$ cat src/rtl/dma_cmd_fetch.sv
// Pops the two FIFO words of one DMA command, reassembles them and offers the
// command to the DMA engine over a valid/ready handshake.
module dma_cmd_fetch #(
  parameter int P_FIFO_DATA_WIDTH = 56,
  parameter int P_CMD_CNT_WIDTH   = 16
) (
  input  logic                         rd_clk,
  input  logic                         rd_rst,
  output logic                         fifo_rd_en,
  input  logic [P_FIFO_DATA_WIDTH-1:0] fifo_rd_data,
  input  logic                         fifo_empty_n,
  output logic                         dma_cmd_valid,
  input  logic                         dma_cmd_ready,
  output logic [P_FIFO_DATA_WIDTH-1:0] dma_cmd_data0,
  output logic [P_FIFO_DATA_WIDTH-1:0] dma_cmd_data1,
  output logic                         dma_cmd_busy,
  output logic [P_CMD_CNT_WIDTH-1:0]   dma_cmd_cnt
);

  typedef enum logic [3:0] {
    S_IDLE      = 4'b0001,
    S_READ_0    = 4'b0010,
    S_READ_1    = 4'b0100,
    S_CMD_VALID = 4'b1000
  } state_t;

  state_t                       state_q, state_d;
  logic                         valid_q, valid_d;
  logic [P_FIFO_DATA_WIDTH-1:0] data0_q, data0_d;
  logic [P_FIFO_DATA_WIDTH-1:0] data1_q, data1_d;
  logic [P_CMD_CNT_WIDTH-1:0]   cnt_q, cnt_d;

  always_ff @(posedge rd_clk) begin
    if (rd_rst) begin
      state_q <= S_IDLE;
      valid_q <= 1'b0;
      data0_q <= '0;
      data1_q <= '0;
      cnt_q   <= '0;
    end else begin
      state_q <= state_d;
      valid_q <= valid_d;
      data0_q <= data0_d;
      data1_q <= data1_d;
      cnt_q   <= cnt_d;
    end
  end

  always_comb begin
    state_d    = state_q;
    data0_d    = data0_q;
    data1_d    = data1_q;
    cnt_d      = cnt_q;
    fifo_rd_en = 1'b0;

    if (valid_q && dma_cmd_ready) begin
      cnt_d = cnt_q + 1'b1;
    end

    // empty_n is only looked at when a new pair may start; inside a pair both
    // words are guaranteed present.
    case (state_q)
      S_IDLE: begin
        if (fifo_empty_n) state_d = S_READ_0;
      end
      S_READ_0: begin
        fifo_rd_en = 1'b1;
        data0_d    = fifo_rd_data;
        state_d    = S_READ_1;
      end
      S_READ_1: begin
        fifo_rd_en = 1'b1;
        data1_d    = fifo_rd_data;
        state_d    = S_CMD_VALID;
      end
      S_CMD_VALID: begin
        if (dma_cmd_ready) state_d = fifo_empty_n ? S_READ_0 : S_IDLE;
      end
      default: state_d = S_IDLE;
    endcase

    // Registered valid tracks the state we are about to enter.
    valid_d = (state_d == S_CMD_VALID);
  end

  assign dma_cmd_valid = valid_q;
  assign dma_cmd_data0 = data0_q;
  assign dma_cmd_data1 = data1_q;
  assign dma_cmd_busy  = (state_q != S_IDLE);
  assign dma_cmd_cnt   = cnt_q;

endmodule

$ cat config.mk
export PLATFORM = sky130hd
export DESIGN_NAME = dma_cmd_fetch
export DESIGN_NICKNAME = d
export VERILOG_FILES = /design/src/rtl/dma_cmd_fetch.sv
export SDC_FILE = /design/constraint.sdc
export NUM_CORES = 1
export LEC_CHECK = 0
export CAP_MARGIN = 20
export CORE_ASPECT_RATIO = 1.2
export CORE_MARGIN = 3
export CORE_UTILIZATION = 32
export DETAILED_ROUTE_END_ITERATION = 12
export GPL_ROUTABILITY_DRIVEN = 0
export PLACE_DENSITY = 0.71
export SLEW_MARGIN = 0
export SYNTH_ARGS = -nofsm -noshare
export SYNTH_HDL_FRONTEND = slang
export SYNTH_SLANG_ARGS = --single-unit
$ cat constraint.sdc
create_clock -name rd_clk -period 1.85 [get_ports rd_clk]
set_input_delay 0.185 -clock rd_clk [delete_from_list [all_inputs] [get_ports rd_clk]]
set_output_delay 0.185 -clock rd_clk [all_outputs]
set_load 0.005 [all_outputs]
==> impl_metrics.yaml <==
synthesis:
  post_synth.cell_area_avg_um2: 8.083
  synth_flop_cell: "dfxtp_1"
  synth-edff-count: 0
  seq_area_frac_synth: 0.5509
  netlist_area_mm2: 0.004833
  syn_inst: 598
  synth_seq_cells: 133
  netlist-cell-type-count: 36
  synth_nets: 659
  yosysWarnings: 0
  ys_async_sr_fraction: 0
outcome:
  status: "finished clean"
routing:
  antenna_left: 0
  vias: 4631
  dr.pass1.iters: 4
  wirelength_mm: 13.95
  drtIter0Drc: 239
  drc: 0
  viasPerCell: 4.654
  wire_per_inst_um: 14.02
layout:
  final_area_mm2: 0.007589
  layout-drive-gt1-share: 0.07296
  multi_input_area_mm2: 0.001943
  nFillCells: 1379
  final_nets: 843
  final_cell_mix: "232 x nand2_1, 188 x clkdlybuf4s50_1, 133 x dfxtp_1"
  register_area_mm2: 0.002663
  antenna_cells: 0
  area_delta_synth_final_pct: 57.00
  final_common_cell: "nand2_1"
  post-route-util: 0.5200
global_route:
  busiest_layer: "met2"
  grt_use_total: 0.1684
  met2_usage: 0.2800
  use_met3: 0.07022
  antenna_found_initial: 1
  grt_overflow: 0
  grt_pass1_vias: 4435
  grt_pass1_wl_mm: 22.77
  grt_max_degree: 60
  met1_usage: 0.1996
timing:
  fin_tns_setup_ns: 0
  fin_skew_ns: 0.004514
  min_period_ns: 1.778
  setup_ws_ns: 0.07231
  hold_violations: 0
  fin_crit_sh: 0.9609
  worstMarginPinSlew_ns: 0.6688
  drv_slew: 0
  setup_viol_count_final: 0
  timing.slew.headroom: 0.5542
  fmax_mhz: 562.5
  rsz0062_at_grt: "true"
power_and_ir_drop:
  power_leakage_uw: 0.002554
  ir_drop_uv: 670.5
  powerDensity_mw_per_mm2: 912.7
  p_sw_frac: 0.2094
  pwr-share-clk: 0.515
  switchingPower_uw: 1451
  p_seq_frac: 0.422
  pwr-share-comb: 0.063
  p_int_uw: 5475
floorplanning:
  fp.coreArea_mm2: 0.01459
  io_pins: 191
  die_area_mm2: 0.01662
  placementRows: 48
  die_h_um: 140.6
  fp.dieW_um: 118.2
  start_util: 0.3312
clock_tree:
  cts_tree: "done"
  clk_latency_ns: 0.41
  cts_inserted_buffers: 17
  root_buffer: "clkbuf_16"
  cts_buffer_depth: 2
  clock_sinks: 133
  post-cts-setup-buffers: 0
  clk_pin_slew_ns: 0.06
  cts.htree.levels: 4
place:
  place_area_mm2: 0.006959
  pre_cts_ws_ns: 0.07445
  portBuffers: 190
  place_hpwl_mm: 9.228
hold_path:
  hold_class: "in -> reg"
worst_setup_path:
  cp_max_fo: 2
  worstPathRequired_ns: 1.66
  crit_type: "reg -> out"
  cp.arrival_ns: 1.59
  start_kind: "flip-flop"
  end_kind: "primary output"
run:
  cap_violations: 0
==> path summary, 6_finish.rpt <==
check                         start                end  slack (ns)  cells after the start
hold / removal               rd_rst    dma_cmd_cnt[12]        0.28                      2
hold reg to reg   dma_cmd_data1[55]  dma_cmd_data1[55]        0.45                      2
setup reg to reg         state_q[1]  dma_cmd_data1[38]        0.12                      4
setup / recovery         state_q[1]         fifo_rd_en        0.07                      3
==> stage by stage <==
stage | instances | hold slack, ns | power, µW
floorplan | 598 | 0.3210 | 3139
global placement | 963 | 0.4409 | 3421
detailed placement | 963 | 0.4449 | 3426
CTS | 995 | 0.2739 | 7042
global route | 995 | 0.3048 | 7181
finish | 995 | 0.2811 | 6926
==> timing repair <==
action                                  in CTS  in global routing
hold buffers                                 0                  0
gates resized for setup                      4                  0
cloned                                       0                  0
endpoints found under the setup margin       1                  1
pin swaps                                    1                  0
==> power groups by stage <==
stage / logic [µW] / clock network, µW / registers (µW)
after floorplan: 152 / 0 / 2990
after global placement: 437 / 0 / 2980
after detailed placement: 440 / 0 / 2990
after CTS: 441 / 3680 / 2920
after global routing: 476 / 3780 / 2930
final: 437 / 3570 / 2920
==> worst max-delay path: stages, from the launching register on <==
cell,delay [ns]
dfxtp_1,0.30
or4b_2,0.68
nand2_1,0.08
buf_2,0.13
==> synthesized netlist by cell type, types with 2 or more instances <==
library cell,n,area (µm²)
nand2_1,232,870.8
dfxtp_1,133,2663
buf_4,8,60.06
nor2_1,15,56.30
or4b_1,2,20.02
buf_6,3,33.78
nand3_1,5,25.02
and4_1,2,17.52
o21ai_0,3,15.01
nand4_1,4,25.02
clkbuf_1,24,90.09
inv_1,3,11.26
nor4_1,4,25.02
or3_1,2,12.51
xnor2_1,4,35.03
xor2_1,8,70.07
nand3b_1,2,15.01
buf_2,8,40.04
a21oi_1,118,590.6
nor3_1,2,10.01
==> registers in the layout, indices dropped and copies added, names as in the netlist <==
register,count
dma_cmd_cnt,16
dma_cmd_data0,56
dma_cmd_valid,1
state_q,4
dma_cmd_data1,56
==> cells by family (layout without fill, tap and decap cells) <==
group | Yosys count | after routing | synth area share
AND/OR/NAND/NOR | 278 | 278 | 0.2392
flip-flops | 133 | 133 | 0.5509
XOR/XNOR | 12 | 12 | 0.02174
AO/OA/AOI/OAI | 126 | 126 | 0.1338
buffers and inverters | 47 | 244 | 0.04970
multiplexers | 1 | 1 | 0.002071
adder cells (fa/ha/maj) | 1 | 1 | 0.002588
==> final cells by class <==
class / instances / share of cell area
Multi-Input combinational cell: 418 / 0.2561
Sequential cell: 133 / 0.3509
Clock buffer: 21 / 0.06068
Timing Repair Buffer: 209 / 0.2750
Tap cell: 200 / 0.03298
Clock inverter: 11 / 0.02292
Inverter: 3 / 0.001484
==> metal layers <==
| metal | routed length (µm) | share of wire |
|---|---|---|
| met4 | 228 | 0.016 |
| met1 | 6015 | 0.43 |
| met5 | 13 | 0.00093 |
| met3 | 1020 | 0.073 |
| met2 | 6669 | 0.48 |
Power figures use the tool's default switching activity.
